File: src/rtl/sum_reduce_seq.sv
// Sequential saturating reduction: latches N signed elements on start, then
// accumulates one element per clock with per-step saturation into a single sum.
module sum_reduce_seq #(
  parameter int WIDTH = 32,
  parameter int N     = 5
) (
  input  logic               clk,
  input  logic               reset,
  input  logic               start,
  input  logic [N*WIDTH-1:0] in_vec,
  output logic [WIDTH-1:0]   sum,
  output logic               overflow,
  output logic               valid,
  output logic               busy
);
  localparam int IDX_W = $clog2(N+1);
  localparam logic [IDX_W-1:0] LAST_IDX = IDX_W'(N-1);
  localparam logic [WIDTH-1:0] MAX_V = {1'b0, {(WIDTH-1){1'b1}}};
  localparam logic [WIDTH-1:0] MIN_V = {1'b1, {(WIDTH-1){1'b0}}};

  typedef enum logic {IDLE, ACC} state_t;

  state_t                  state, state_nxt;
  logic [N-1:0][WIDTH-1:0] ops;
  logic [IDX_W-1:0]        idx;
  logic [WIDTH-1:0]        acc, elem, acc_sat;
  logic [WIDTH:0]          wide;
  logic                    sticky, step_ovf, last;

  always_comb begin
    elem = '0;
    for (int i = 0; i < N; i++)
      if (idx == IDX_W'(i)) elem = ops[i];
  end

  // One guard bit is enough: the sign of the true sum is wide[WIDTH].
  always_comb begin
    wide     = {acc[WIDTH-1], acc} + {elem[WIDTH-1], elem};
    step_ovf = wide[WIDTH] ^ wide[WIDTH-1];
    acc_sat  = step_ovf ? (wide[WIDTH] ? MIN_V : MAX_V) : wide[WIDTH-1:0];
    last     = (idx == LAST_IDX);
  end

  always_ff @(posedge clk or negedge reset) begin
    if (!reset) state <= IDLE;
    else        state <= state_nxt;
  end

  always_comb begin
    state_nxt = state;
    case (state)
      IDLE:    if (start) state_nxt = ACC;
      ACC:     if (last)  state_nxt = IDLE;
      default: state_nxt = IDLE;
    endcase
  end

  always_comb busy = (state == ACC);

  always_ff @(posedge clk or negedge reset) begin
    if (!reset) begin
      ops      <= '0;
      idx      <= '0;
      acc      <= '0;
      sticky   <= 1'b0;
      sum      <= '0;
      overflow <= 1'b0;
      valid    <= 1'b0;
    end else begin
      valid <= 1'b0;
      case (state)
        IDLE: if (start) begin
          ops    <= in_vec;
          acc    <= '0;
          idx    <= '0;
          sticky <= 1'b0;
        end
        ACC: begin
          acc    <= acc_sat;
          idx    <= idx + 1'b1;
          sticky <= sticky | step_ovf;
          if (last) begin
            sum      <= acc_sat;
            overflow <= sticky | step_ovf;
            valid    <= 1'b1;
          end
        end
        default: ;
      endcase
    end
  end
endmodule
File: config.mk
export PLATFORM = sky130hd
export DESIGN_NAME = sum_reduce_seq
export DESIGN_NICKNAME = d
export VERILOG_FILES = /design/src/rtl/sum_reduce_seq.sv
export SDC_FILE = /design/constraint.sdc
export NUM_CORES = 1
export LEC_CHECK = 0
export ABC_AREA = 1
export CAP_MARGIN = 20
export CORE_ASPECT_RATIO = 0.9
export CORE_UTILIZATION = 55
export CTS_BUF_LIST = sky130_fd_sc_hd__clkbuf_16
export DETAILED_ROUTE_END_ITERATION = 16
export PLACE_DENSITY_LB_ADDON = 0.2
export SKIP_LAST_GASP = 1
export SLEW_MARGIN = 40
export SYNTH_ARGS = -nofsm -noshare
export SYNTH_HDL_FRONTEND = slang
export SYNTH_SLANG_ARGS = --single-unit
export TNS_END_PERCENT = 10
File: constraint.sdc
create_clock -name clk -period 8.6 [get_ports clk]
set_clock_uncertainty 0.05 [all_clocks]
set_input_delay 0.86 -clock clk [delete_from_list [all_inputs] [get_ports clk]]
set_output_delay 0.86 -clock clk [all_outputs]
set_load 0.02 [all_outputs]
==> run metrics <==
largest net degree at the start of global routing 97; Resized cells post-CTS 0; initial DRC count 1015; Finished Layout Cells 2260; hold crit path type in -> async; final core occ 68.80%; clock buffer count from CTS 24; layout cell share with drive strength beyond 1 5.145%; CTS Root Cell clkbuf_16; placeable core region 22510 um^2; Arr. time, crit path 4.90 ns; Overflow after GRT 0; Setup Buffers After CTS 0; Reg2Reg Depth 24; Slew headroom 48.96%; first-pass GRT wire length 57050 um; Via density 5.210; crit path max fanout 32; # Max-Cap Violations 0; gr usage total 30.35%; Die W 161.6 um; number of global-route vias before repair 11142; crit path launch type register; kind of critical path reg -> reg; final-stage net count 2148; status complete, no violations; initial antenna violation count 0; Mapped Nets 1996; Critical Path Max Stage Delay 0.43 ns; row count 52; R2R Path Start idx[0]; Total Wirelength 34690 um; Post-CTS Hold Buffers 0; dominant cell type by area after synthesis dfrtp_1; share of Yosys cell area claimed by the top area cell type 45.85%; synthesized area per cell 7.023 um^2; GP Congestion 0.9221; port bufs 197; Final Hold Violating Endpoints 0; area delta synth->final 22.85%; Mapped Cells 1795; Ys Warns 0; Via Count 11775; commonest cells after routing, fill and taps aside nand2_1 (1036), dfrtp_1 (231), clkdlybuf4s50_1 (196), nor2_1 (80); most common cell after layout, fill and taps aside nand2_1; fillers 1975; main area contributors after synthesis dfrtp_1 (46%), nand2_1 (31%), ha_1 (3.7%), o21ai_0 (2.9%), nor2_1 (2.5%); drt pass-1 iters 8; unrepaired setup endpoints after global routing false; RR Endpoint sum[2]; io pins 198; clk sink count 231; CTS H-tree depth 1; mapped cell area 12610 um^2; Detail Route Antenna Nets 0; Die Footprint 23530 um^2; HPWL after DPL 24680 um; R2R setup slack 4.08 ns; clk buf depth 3; CTS tree done; Initial Utilization 56.00%; Worst path slowest cell nand2_4; synth unique cells 30; worst skew pair latency 0.55 ns; type of element capturing the critical path register; placed cells 2218; # setup viols final 0; Setup TNS Final 0 ns; fin crit share 52.60%; measured slew at the worst slew-check pin 0.7656 ns; CP required 8.97 ns; Max Slew Vio Count 0; CTS clk-pin slew, worst paths 0.06 ns; most used cell, CP nand2_1; routed len/inst 15.35 um; critical-path cell list inv_1 > ha_1 > inv_1 > nor2_2 > buf_4 > nand2_1 > nand2_1 > o21ai_0 > o21ai_0 > nand2_1 > a31oi_1 > ha_1 > a21oi_1 > nand2_1 > nand2_1 > nand2_1 > a21oi_2 > nand2_2 > nand2_1 > nand2_4 > nand2_4 > o21ai_1 > nand2_1 > nand2_1; Die Height 145.6 um; post-synthesis sequential area ratio 45.85%; max frequency 0.2211 GHz; count of state elements after synthesis 231; minimum clock period 4.524 ns; Remaining DRCs 0; Ant. Diodes 0
## flip-flops by register name, summed over array words and instances, names as in the netlist
| register | count |
|---|---|
| acc | 32 |
| idx | 3 |
| sticky | 1 |
| busy | 1 |
| overflow | 1 |
| ops | 160 |
| valid | 1 |
| sum | 32 |
## final cells by class
type,instances,area (um^2),share of cell area [%]
Clock inverter,18,131.4,0.8483
Multi-Input combinational cell,1407,6242,40.31
Inverter,76,290.3,1.874
Timing Repair Buffer,207,2071,13.37
Clock buffer,24,600.6,3.878
Sequential cell,231,5781,37.32
Tap cell,297,371.6,2.399
## layer usage
metal / up-vias / GRT usage (%) / part of all wire (%)
met2: 401 / 46.77 / 45
met5: - / 0 / 0
met4: 0 / 8.443 / 2.6
met3: 51 / 3.534 / 5.8
li1: 5845 / - / -
met1: 5478 / 45.29 / 47
## logic make-up after synthesis
family          count (synthesis)  share of synthesized area [%]
simple gates                 1191                          36.91
flops                         231                          45.85
compound gates                159                          7.076
buf+inv                       157                          5.012
fa+ha+maj                      38                          3.831
xor+xnor                       19                          1.320
## how the worst max path moves through the flow
stage                     startpoint  endpoint  slack (ns)  depth (start not counted)
final                         idx[0]    sum[2]        4.08                         24
after global routing          idx[0]    sum[2]        3.68                         24
after CTS                     idx[0]    acc[2]        4.09                         26
after detailed placement      idx[0]    acc[2]        4.19                         26
after global placement        idx[0]    sum[2]        4.12                         21
after floorplan               idx[0]  overflow        5.22                         25
## critical path: cells and delay by family (launching register included)
kind                       cells  cell delay, ns
and+or+nand+nor               13            1.44
AOI/OAI and AO/OA              6            1.33
adders and majority gates      2            0.59
buffers and inverters          3            0.54
DFF                            1            0.42
## through the flow
step | cell area [um^2] | setup slack [ns] | hold slack, ns
after floorplan | 12610 | 5.221 | 0.3936
after global placement | 14720 | 4.116 | 0.4057
after detailed placement | 14760 | 4.192 | 0.4104
after CTS | 15490 | 4.088 | 0.2550
after global routing | 15490 | 3.677 | 0.2825
final | 15490 | 4.076 | 0.2521
## cell usage after synthesis
cell type and number:
a31oi_1 32, o21ai_2 7, nor2_1 84, buf_6 2
xnor2_1 4, nand3b_1 8, nor3_1 3, clkbuf_1 65
ha_1 37, inv_2 3, o22ai_1 2, buf_2 9
o21bai_1 8, o21ai_1 3, fa_1 1, a21oi_2 2
nor2_2 1, xor2_1 15, a21oi_1 31, and2_1 1
nor2_8 1, dfrtp_1 231, buf_12 1, nand3_1 18
nand2_1 1039, buf_1 4, nand2_2 33, nand2_4 3
o21ai_0 74, inv_1 73
Power is not shown: default switching activity piles up to over one toggle a cycle in this logic, so the estimate is an artifact.
